`config.mk`:
```
export PLATFORM = sky130hd
export DESIGN_NAME = lsu_mem_ctrl
export DESIGN_NICKNAME = d
export VERILOG_FILES = /design/src/rtl/lsu_pkg.sv /design/src/rtl/lsu_mem_ctrl_lane_steer.sv /design/src/rtl/lsu_mem_ctrl.sv
export SDC_FILE = /design/constraint.sdc
export NUM_CORES = 1
export LEC_CHECK = 0
export BUFFER_PORTS_ARGS = -buffer_cell sky130_fd_sc_hd__buf_2
export CAP_MARGIN = 20
export CELL_PAD_IN_SITES_DETAIL_PLACEMENT = 0
export CELL_PAD_IN_SITES_GLOBAL_PLACEMENT = 1
export CORE_UTILIZATION = 32
export CTS_CLUSTER_DIAMETER = 30
export DETAILED_ROUTE_END_ITERATION = 8
export GPL_TIMING_DRIVEN = 0
export HOLD_SLACK_MARGIN = 0.15
export PLACE_DENSITY = 0.75
export SLEW_MARGIN = 20
export SYNTH_ARGS = -nofsm -noshare
export SYNTH_HDL_FRONTEND = slang
export SYNTH_SLANG_ARGS = --single-unit
```
`constraint.sdc`:
```
create_clock -name clk -period 2.4 [get_ports clk]
set_input_delay 0.72 -clock clk [delete_from_list [all_inputs] [get_ports clk]]
set_output_delay 0.72 -clock clk [all_outputs]
set_load 0.01 [all_outputs]
```
`src/rtl/lsu_pkg.sv`:
```
// Shared definitions for the load/store unit: width codes, FSM states and
// access-legality helpers.
package lsu_pkg;

    localparam logic [2:0] F3_B  = 3'b000;
    localparam logic [2:0] F3_H  = 3'b001;
    localparam logic [2:0] F3_W  = 3'b010;
    localparam logic [2:0] F3_BU = 3'b100;
    localparam logic [2:0] F3_HU = 3'b101;

    typedef enum logic [1:0] {
        IDLE  = 2'd0,
        READ  = 2'd1,
        WRITE = 2'd2,
        RESP  = 2'd3
    } lsu_state_e;

    function automatic logic is_misaligned(input logic [2:0] funct3, input logic [1:0] addr_lo);
        logic mis;
        case (funct3)
            F3_H, F3_HU: mis = addr_lo[0];
            F3_W:        mis = (addr_lo != 2'b00);
            default:     mis = 1'b0;
        endcase
        return mis;
    endfunction

    // Width codes with no meaning, plus unsigned widths used with a store.
    function automatic logic is_illegal(input logic we, input logic [2:0] funct3);
        logic ill;
        case (funct3)
            F3_B, F3_H, F3_W: ill = 1'b0;
            F3_BU, F3_HU:     ill = we;
            default:          ill = 1'b1;
        endcase
        return ill;
    endfunction

endpackage

```
`src/rtl/lsu_mem_ctrl_lane_steer.sv`:
```
// Little-endian lane arithmetic: extracts/extends load data and merges
// sub-word store data into a memory word.
module lsu_lane_steer
    import lsu_pkg::*;
(
    input  logic [31:0] word,
    input  logic [1:0]  addr,
    input  logic [2:0]  funct3,
    input  logic [31:0] wdata,
    output logic [31:0] load_data,
    output logic [31:0] merged_word
);

    logic [7:0]  byte_s;
    logic [15:0] half_s;

    assign byte_s = word[8*addr +: 8];
    assign half_s = word[16*addr[1] +: 16];

    // Load extraction with sign or zero extension.
    always_comb begin
        load_data = 32'h0000_0000;
        case (funct3)
            F3_B:    load_data = {{24{byte_s[7]}}, byte_s};
            F3_BU:   load_data = {24'h00_0000, byte_s};
            F3_H:    load_data = {{16{half_s[15]}}, half_s};
            F3_HU:   load_data = {16'h0000, half_s};
            F3_W:    load_data = word;
            default: load_data = 32'h0000_0000;
        endcase
    end

    // Read-modify-write merge of the store lane into the fetched word.
    always_comb begin
        merged_word = word;
        case (funct3)
            F3_B:    merged_word[8*addr +: 8] = wdata[7:0];
            F3_H:    merged_word[16*addr[1] +: 16] = wdata[15:0];
            F3_W:    merged_word = wdata;
            default: merged_word = word;
        endcase
    end

endmodule

```
`src/rtl/lsu_mem_ctrl.sv`:
```
// Load/store initiator FSM: accepts one request, runs at most one read and
// one write on the word-wide memory, and returns a one-cycle response.
module lsu_mem_ctrl
    import lsu_pkg::*;
#(
    parameter int ADDRESS_WIDTH = 32,
    parameter int DATA_WIDTH    = 32
) (
    input  logic                     clk,
    input  logic                     rst_n,
    input  logic                     req_valid,
    output logic                     req_ready,
    input  logic                     req_we,
    input  logic [2:0]               req_funct3,
    input  logic [ADDRESS_WIDTH-1:0] req_addr,
    input  logic [DATA_WIDTH-1:0]    req_wdata,
    output logic                     resp_valid,
    output logic [DATA_WIDTH-1:0]    resp_rdata,
    output logic                     resp_err,
    output logic [ADDRESS_WIDTH-1:0] mem_a,
    output logic                     mem_we,
    output logic [DATA_WIDTH-1:0]    mem_wd,
    input  logic [DATA_WIDTH-1:0]    mem_rd
);

    lsu_state_e                 state_r, state_s;
    logic                       we_r;
    logic [2:0]                 funct3_r;
    logic [ADDRESS_WIDTH-1:0]   addr_r;
    logic [DATA_WIDTH-1:0]      wdata_r;
    logic [DATA_WIDTH-1:0]      word_r;
    logic [DATA_WIDTH-1:0]      rdata_r;
    logic                       err_r;
    logic                       req_err_s;
    logic                       accept_s;
    logic [31:0]                load_data_s;
    logic [31:0]                merged_word_s;

    assign req_err_s = is_misaligned(req_funct3, req_addr[1:0]) | is_illegal(req_we, req_funct3);
    assign accept_s  = (state_r == IDLE) && req_valid;

    lsu_lane_steer u_lane_steer (
        .word        (mem_rd),
        .addr        (addr_r[1:0]),
        .funct3      (funct3_r),
        .wdata       (wdata_r),
        .load_data   (load_data_s),
        .merged_word (merged_word_s)
    );

    // State register.
    always_ff @(posedge clk or negedge rst_n) begin
        if (!rst_n) begin
            state_r <= IDLE;
        end else begin
            state_r <= state_s;
        end
    end

    // Next-state decode; sub-word stores take the READ detour for RMW.
    always_comb begin
        state_s = state_r;
        case (state_r)
            IDLE: begin
                if (req_valid) begin
                    if (req_err_s) begin
                        state_s = RESP;
                    end else if (req_we && (req_funct3 == F3_W)) begin
                        state_s = WRITE;
                    end else begin
                        state_s = READ;
                    end
                end else begin
                    state_s = IDLE;
                end
            end
            READ: begin
                if (we_r) begin
                    state_s = WRITE;
                end else begin
                    state_s = RESP;
                end
            end
            WRITE:   state_s = RESP;
            RESP:    state_s = IDLE;
            default: state_s = IDLE;
        endcase
    end

    // Request latch and word capture; word_r doubles as the write data.
    always_ff @(posedge clk or negedge rst_n) begin
        if (!rst_n) begin
            we_r     <= 1'b0;
            funct3_r <= 3'b000;
            addr_r   <= '0;
            wdata_r  <= '0;
            word_r   <= '0;
            rdata_r  <= '0;
            err_r    <= 1'b0;
        end else begin
            if (accept_s) begin
                we_r     <= req_we;
                funct3_r <= req_funct3;
                addr_r   <= req_addr;
                wdata_r  <= req_wdata;
                err_r    <= req_err_s;
                rdata_r  <= '0;
                word_r   <= (req_we && !req_err_s) ? req_wdata : '0;
            end else if (state_r == READ) begin
                if (we_r) begin
                    word_r <= merged_word_s;
                end else begin
                    word_r  <= mem_rd;
                    rdata_r <= load_data_s;
                end
            end
        end
    end

    assign req_ready  = (state_r == IDLE) && rst_n;
    assign resp_valid = (state_r == RESP);
    assign resp_err   = (state_r == RESP) && err_r;
    assign resp_rdata = (state_r == RESP) ? rdata_r : '0;
    assign mem_a      = {addr_r[ADDRESS_WIDTH-1:2], 2'b00};
    assign mem_we     = (state_r == WRITE);
    assign mem_wd     = word_r;

endmodule
```
==> results.cfg, run 1 <==
[status]
outcome = completed

[timing]
worst_slack_ns = 0.0595
fin_skew_ns = 0.0145
layout_min_cycle_time_ns = 2.34
max_clock_freq_mhz = 427
finalHoldViolations = 0
relSlewSlack_pct = 57.0
rsz0062_at_grt = yes
setup_viol = 0
maxSlewViolCount = 0
worstMarginPinSlew_ns = 0.646
final.period_utilization_pct = 97.5

[yosys]
synth_warnings = 0
yosysSeqAreaShare_pct = 41.1
ys_async_sr_fraction_pct = 100
synthFlopType = dfrtp_1
avgSynthCellArea_sq_um = 8.54
synth.distinct_cells = 48
synth_seq_cells = 135
synth_edf_count = 0
synth_area_sq_mm = 0.00822
synthCells = 962

[global_routing]
grt_busiest_layer = met2
groute.usage.overall_pct = 22.3
grt_max_degree = 88
grt_antenna_before_repair = 0
grt_pass1_wl_um = 44600
grt_pass1_vias = 7665
overflow = 0
met3_usage_pct = 3.78
use_met2_pct = 34.7
met1_usage_pct = 30.7

[placement]
dp_slack_ns = -0.232
io_buffers = 200
place_congestion = 0.932
dpl-instance-area_sq_mm = 0.00967
hpwlAfterDp_um = 22000

[detailed_routing]
drt_iter0_drc = 601
via_per_inst = 5.21
wire_per_inst_um = 19.0
firstDrtPassIters = 5
drc = 0
wirelength_um = 28900
postRouteAntennaNets = 0
vias = 7933

[critical_path]
end_kind = output pin
cp_slowest_cell = dfrtp_1
cp_max_fo = 10
start_kind = register
critical_path.cell_chain = ha_2, clkbuf_2, and2_1, buf_2
max_stage_delay_ns = 0.39
worst-endpoint-arrival_ns = 1.62
required_ns = 1.68
crit_type = register to output pin

[layout]
area.growth.synth_to_final_pct = 25.4
final_area_sq_mm = 0.0103
antenna_cells = 0
drive_above_1_share_pct = 28.7
fin_nets = 1294

[floorplanning]
die_area_sq_mm = 0.0263
die_h_um = 162
die_w_um = 162
initial_core_util_pct = 32.6
pin_count = 203
row_count = 58
coreArea_sq_mm = 0.0252

[cts]
ctsHoldBuffers = 0
clock_latency_ns = 0.43
root_buffer = clkbuf_16
tritoncts = built
cts_made_buffers = 17
clk_pin_slew_ns = 0.06
cts_buffer_depth = 2
cts_max_level = 4
postCtsSetupBuffers = 0
cts.sinks = 135

[pwr]
total_power_w = 0.0135
p_per_area_mw_per_mm2 = 1310
vdd_drop_max_v = 0.000491
leakage_nw = 4.99

[hold_path]
hold_path_class = primary input to async pin

[run]
cap_violations = 0
## layout make-up
cell class | count | area (sq um)
Fill cell | 2617 | 14900
Multi-Input combinational cell | 705 | 4230
Sequential cell | 135 | 3380
Timing Repair Buffer | 201 | 1040
Buffer | 106 | 586
Clock buffer | 19 | 453
Tap cell | 330 | 413
Clock inverter | 13 | 148
Inverter | 15 | 56.3
## worst paths after layout
kind	cells past startpoint	startpoint	slack, ns	to
min	1	rst_n	0.19	rdata_r[22]
min reg2reg	2	wdata_r[28]	0.47	wdata_r[28]
max	4	state_r[0]	0.06	resp_rdata[24]
min in group clk	2	wdata_r[28]	0.47	wdata_r[28]
max in group asynchronous	2	rst_n	1.45	mem_wd[21]
max reg2reg	7	state_r[0]	0.12	rdata_r[27]
## cells in the final DEF, fill, tap and decap left out, types with 9 or more instances in the layout
cell       count
a21oi_1       35
a221o_1       16
a311o_1       24
a31oi_1       24
and2_1        37
buf_2        214
buf_4         34
clkbuf_1      36
clkbuf_16     17
clkbuf_2      12
dfrtp_1      134
ha_1           9
inv_1         14
mux2_2        32
mux2i_1        9
nand2_1      274
nand3b_1       9
nor2b_1       45
o2111ai_1     22
o21ai_0       61
o221ai_1       9
o22ai_1       10
or3_1         22
## timing repair
| action | in CTS | in global routing |
|---|---|---|
| endpoints found under the setup margin | 50 | 115 |
| pin swaps | 0 | 0 |
| gates resized for setup | 7 | 17 |
| gates cloned | 0 | 0 |
## flip-flops by register name, summed over array words and instances (netlist names)
signal and count:
addr_r 32, state_r 2, funct3_r 3, mem_wd 32, we_r 1, rdata_r 32, wdata_r 32, err_r 1
## logic make-up after synthesis
logic type / Yosys count / share of synthesized area (%)
adders and majority gates: 10 / 1.52
buffers and inverters: 123 / 7.69
and+or+nand+nor: 405 / 22.7
DFF: 135 / 41.1
muxes: 43 / 6.03
AOI/OAI and AO/OA: 245 / 20.9
other: 1 / 0.0456
## metal layers
metal  wire [um]  share of wire (%)
met1       13200                 46
met4         821                2.8
met2       13000                 45
met3        1910                6.6
met5           0                  0
## power by group
part           switching [W]  internal, W  leakage [nW]  total [W]
logic                0.00407      0.00273          2.98    0.00680
registers           0.000728      0.00325          1.73    0.00398
clock network        0.00110      0.00159         0.282    0.00270
## critical path: cells and delay by family, from the launching register on
family	cells	cell delay (ns)
adder cells (fa/ha/maj)	1	0.32
buffers and inverters	2	0.34
flip-flops	1	0.39
AND/OR/NAND/NOR	1	0.14
## cell usage after synthesis (2+ instances only)
cell type  instances  area share (%)
mux2_2            32             4.4
mux2i_1            9             1.1
or3_1             22             1.7
nor2b_1           45             3.4
a311o_1           24             2.9
o21ai_0           61             3.7
buf_6              3            0.41
o211ai_1           8            0.73
a221o_1           16             1.9
o2111ai_1         22             2.3
ha_1              10             1.5
o22ai_1           10            0.76
o221ai_1           9            0.96
mux4_2             2            0.55
a21o_1             6            0.55
dfrtp_1          135              41
a221oi_1           8            0.85
and2_1            37             2.8
a311oi_1           2            0.21
nor2_1             7            0.32
or2_2              2            0.15
a32oi_1            6            0.64
clkbuf_1          46             2.1
and2_0             2            0.15
buf_2             15            0.91
nand2_1          274              13
a31oi_1           24             1.8
inv_1             14            0.64
nand3b_1           9            0.82
buf_1              9            0.41
o31ai_1            2            0.18
buf_4             34             3.1
a22oi_1            7            0.64
a21oi_1           36             2.2
## stage by stage
stage | utilization (%) | hold WS (ns) | TNS, ns | instances
2_1_floorplan | - | 0.424 | 0 | 963
3_3_place_gp | 38.3 | 0.454 | -193.33 | 1493
3_5_place_dp | 38.4 | 0.459 | -3.69 | 1494
4_1_cts | 40.9 | 0.201 | 0 | 1526
5_1_grt | 40.9 | 0.216 | -1.02 | 1524
6_report | 40.9 | 0.186 | 0 | 1524
Note: power is estimated with default switching activity, not from simulation.
==> run 2, diff against run 1 <==
==> constraint.sdc (replaced) <==
create_clock -name clk -period 2.4 [get_ports clk]
set_input_delay 0.48 -clock clk [delete_from_list [all_inputs] [get_ports clk]]
set_output_delay 0.48 -clock clk [all_outputs]
set_load 0.01 [all_outputs]
==> results.cfg, run 2 (synthesis results as in run 1) <==
[timing]
finalHoldViolations = 0
final.period_utilization_pct = 95.9
fin_skew_ns = 0.0138
rsz0062_at_grt = yes
hold_ws_ns = 0.236
relSlewSlack_pct = 56.7
worstMarginPinSlew_ns = 0.649
maxSlewViolCount = 0
setup_viol = 0
max_clock_freq_mhz = 435
layout_min_cycle_time_ns = 2.30

[detailed_routing]
firstDrtPassIters = 5
wire_per_inst_um = 18.9
via_per_inst = 5.22
postRouteAntennaNets = 0
wirelength_um = 28900
drc = 0
drt_iter0_drc = 648
vias = 7967

[global_routing]
grt_max_degree = 88
grt_antenna_before_repair = 0
grt_pass1_wl_um = 44600
grt_pass1_vias = 7668
overflow = 0
groute.usage.overall_pct = 22.3

[status]
outcome = completed

[placement]
placed_cells = 1494
io_buffers = 200
place_congestion = 0.932
hpwlAfterDp_um = 22000

[pwr]
vdd_drop_max_v = 0.000491
cellInternalPower_w = 0.00757
power_frac_clock_pct = 20.0
p_per_area_mw_per_mm2 = 1310
comb_power_share_pct = 50.4
swShare_pct = 43.8
power_switching_w = 0.00591
sequentialPowerShare_pct = 29.5
leakage_nw = 4.99

[critical_path]
r2r-end = rdata_r[27]
rr_startpoint = state_r[0]
reg2reg_depth = 7
end_kind = register
cp_max_fo = 10
worst-endpoint-arrival_ns = 2.67
required_ns = 2.77
ff2ff_setup_slack_ns = 0.1
start_kind = register
crit_type = register to register

[hold_path]
hold-path-endpoint = addr_r[24]
min_from = req_addr[24]
hold_path_class = primary input to register
hold_depth = 3

[floorplanning]
die_w_um = 162
pin_count = 203
initial_core_util_pct = 32.6
die_h_um = 162
die_area_sq_mm = 0.0263
row_count = 58
coreArea_sq_mm = 0.0252

[cts]
postCtsSetupBuffers = 0
root_buffer = clkbuf_16
tritoncts = built
cts.sinks = 135
clock_latency_ns = 0.43
cts_buffer_depth = 2
cts_made_buffers = 17
clk_pin_slew_ns = 0.06
cts_max_level = 4

[layout]
drive_above_1_share_pct = 28.5
ff_latch_area_sq_mm = 0.00338
area.growth.synth_to_final_pct = 25.5
post-route-util_pct = 40.9
stdcell_count = 1525
multi_input_area_sq_mm = 0.00423
final_common_cell = nand2_1
fin_nets = 1295
fill_cells = 2618
final_cell_mix = nand2_1 (274), buf_2 (214), dfrtp_1 (134)
antenna_cells = 0

[run]
cap_violations = 0
[run 2: changes by cell type in the layout (fill, tap and decap cells not counted), sizes merged]
cell / previous run / this run
dlygate4sd3: 0 / 1
[run 2: worst max path at each step]
stage	start	end	slack, ns	depth (start not counted)
2_1_floorplan	addr_r[1]	mem_wd[28]	0.56	8
3_3_place_gp	rst_n	req_ready	-1.42	3
3_5_place_dp	state_r[0]	mem_wd[27]	-0.08	7
4_1_cts	state_r[0]	funct3_r[0]	0.05	7
5_1_grt	state_r[0]	mem_wd[18]	-0.008	7
6_report	state_r[0]	rdata_r[27]	0.1	7
[run 2: worst max-delay path: stages (launching register included)]
cell and delay, ns:
dfrtp_1 0.39, inv_1 0.09, ha_1 0.30, and2_0 0.18
clkbuf_2 0.19, nor2_1 0.40, clkbuf_1 0.46, a221o_1 0.23
[run 2: repair_timing]
| action | CTS | global route |
|---|---|---|
| hold buffers | 1 | 0 |
| setup endpoints to repair | 20 | 112 |
| endpoints found under the hold margin | 48 | 0 |
| gates resized for setup | 3 | 18 |
[run 2: power groups by stage]
stage | registers, W | clock network [W] | logic, W
4_1_cts | 0.00397 | 0.00273 | 0.00675
3_5_place_dp | 0.00399 | 0 | 0.00671
5_1_grt | 0.00409 | 0.00283 | 0.00751
6_report | 0.00398 | 0.00270 | 0.00680
3_3_place_gp | 0.00397 | 0 | 0.00664
2_1_floorplan | 0.00385 | 0 | 0.00457
[run 2: area by class of cell]
type / count / share of cell area, %
clock inverters: 13 / 1.43
inverters: 15 / 0.546
multi-input cells: 705 / 41.0
well taps: 330 / 4.00
clock buffers: 19 / 4.39
flip-flops and latches: 135 / 32.8
plain buffers: 106 / 5.64
repair buffers: 202 / 10.2
[run 2: through the flow]
step	TNS [ns]	power (W)	area (sq um)	setup slack [ns]
final	0	0.0135	10300	0.0988
after global placement	-156.66	0.0106	9640	-1.42
after CTS	0	0.0135	10300	0.0478
after detailed placement	-0.743	0.0107	9670	-0.0821
after floorplan	0	0.00842	8220	0.557
after global routing	-0.00761	0.0144	10300	-0.00761
[run 2: routing by layer]
| layer | GRT usage [%] | wire length, um | vias to the layer above |
|---|---|---|---|
| met2 | 34.7 | 13000 | 332 |
| met3 | 3.78 | 1940 | 44 |
| met1 | 30.7 | 13100 | 3779 |
| met5 | 0 | 0 | - |
| li1 | - | - | 3812 |
| met4 | 8.53 | 791 | 0 |
==> run 3, diff against run 2 <==
--- a/config.mk
+++ b/config.mk
@@ -9,6 +9,7 @@
 export CAP_MARGIN = 20
 export CELL_PAD_IN_SITES_DETAIL_PLACEMENT = 0
 export CELL_PAD_IN_SITES_GLOBAL_PLACEMENT = 1
+export CORE_MARGIN = 5
 export CORE_UTILIZATION = 32
 export CTS_CLUSTER_DIAMETER = 30
 export DETAILED_ROUTE_END_ITERATION = 8
==> results.cfg, run 3 (synthesis results as in run 1) <==
[detailed_routing]
drt_iter0_drc = 660
drc = 0
wire_per_inst_um = 19.4
via_per_inst = 5.24
firstDrtPassIters = 5
vias = 8004
wirelength_um = 29700
postRouteAntennaNets = 0

[floorplanning]
initial_core_util_pct = 32.5
pin_count = 203
die_h_um = 170
die_w_um = 170
coreArea_sq_mm = 0.0253
die_area_sq_mm = 0.0290
row_count = 58

[critical_path]
critical_path.cell_chain = buf_6, inv_1, ha_1, or2_2, buf_1, o22ai_1, a21oi_1, o221ai_1
worst-endpoint-arrival_ns = 2.63
max_stage_delay_ns = 0.44
crit_type = register to register
required_ns = 2.67
cp_max_fo = 10
end_kind = register
start_kind = register
cp_slowest_cell = dfrtp_1

[cts]
cts_made_buffers = 17
cts_buffer_depth = 2
cts_max_level = 4
clock_latency_ns = 0.43
cts.sinks = 135
clk_pin_slew_ns = 0.07
tritoncts = built
root_buffer = clkbuf_16

[timing]
setup_viol = 0
finalHoldViolations = 0
fin_skew_ns = 0.0141
layout_min_cycle_time_ns = 2.36
hold_ws_ns = 0.239
maxSlewViolCount = 0
max_clock_freq_mhz = 424
rsz0062_at_grt = yes
final.period_utilization_pct = 98.3
worstMarginPinSlew_ns = 0.634
relSlewSlack_pct = 57.7

[global_routing]
grt_max_degree = 78
grt_pass1_wl_um = 45500
overflow = 0
groute.usage.overall_pct = 20.2
grt_pass1_vias = 7961
grt_antenna_before_repair = 1

[layout]
final_area_sq_mm = 0.0103
final_cell_mix = nand2_1 (274), buf_2 (214), dfrtp_1 (135)
drive_above_1_share_pct = 28.0
post-route-util_pct = 40.8
stdcell_count = 1528
final_common_cell = nand2_1
fin_nets = 1297
area.growth.synth_to_final_pct = 25.2

[status]
outcome = completed

[hold_path]
hold_path_class = primary input to register

[pwr]
p_per_area_mw_per_mm2 = 1300
leakage_nw = 4.97
vdd_drop_max_v = 0.000505

[placement]
placed_cells = 1494
hpwlAfterDp_um = 22900
io_buffers = 200
dpl-instance-area_sq_mm = 0.00967
place_congestion = 0.960

[run]
cap_violations = 0
## run 3: power breakdown
group / internal (W) / switching [W] / total (W)
registers: 0.00325 / 0.000738 / 0.00399
logic: 0.00272 / 0.00405 / 0.00677
clock network: 0.00154 / 0.00110 / 0.00264
total: 0.00751 / 0.00588 / 0.0134
## run 3: worst paths after layout
kind,start,to,slack [ns],cells past startpoint
setup / recovery,addr_r[1],mem_wd[1],0.04,8
max in group asynchronous,rst_n,addr_r[23],1.14,3
hold / removal,req_addr[20],addr_r[20],0.24,3
min in group asynchronous,rst_n,rdata_r[3],0.58,2
hold reg to reg,wdata_r[27],wdata_r[27],0.47,2
setup reg to reg,addr_r[1],mem_wd[1],0.04,8
## run 3: layer usage
| metal | global-route usage, % | vias to the layer above | share of wire (%) |
|---|---|---|---|
| met5 | 0 | - | 0.067 |
| met4 | 7.85 | 2 | 3.2 |
| met3 | 4.20 | 57 | 7.2 |
| met2 | 31.5 | 296 | 44 |
| met1 | 27.5 | 3826 | 45 |
| li1 | - | 3823 | - |
## run 3: final cells by class
type	count	area, sq um
diodes	1	2.50
plain buffers	108	584
clock buffers	19	433
clock inverters	13	148
fillers	2652	15000
inverters	15	56.3
multi-input cells	705	4230
flip-flops and latches	135	3380
well taps	330	413
repair buffers	202	1050
## run 3: per-stage QoR
step / worst slack, ns / setup TNS, ns / total power, W
detailed placement: -0.0606 / -0.524 / 0.0107
global route: -0.00326 / -0.00486 / 0.0144
global placement: -1.40 / -156.80 / 0.0106
CTS: 0.00613 / 0 / 0.0134
floorplan: 0.557 / 0 / 0.00842
finish: 0.0418 / 0 / 0.0134
## run 3: timing repair
| item | 4_1_cts | 5_1_grt |
|---|---|---|
| setup buffers | 0 | 0 |
| hold endpoints to repair | 75 | 0 |
| resized for setup | 2 | 15 |
| setup endpoints to repair | 17 | 86 |
| hold buffers | 1 | 0 |
## run 3: worst max-delay path, delay by kind of cell (launching register included)
kind	cells	cell delay (ns)
buffers and inverters	3	0.69
AOI/OAI and AO/OA	3	0.58
DFF	1	0.44
adders and majority gates	1	0.37
and+or+nand+nor	1	0.12
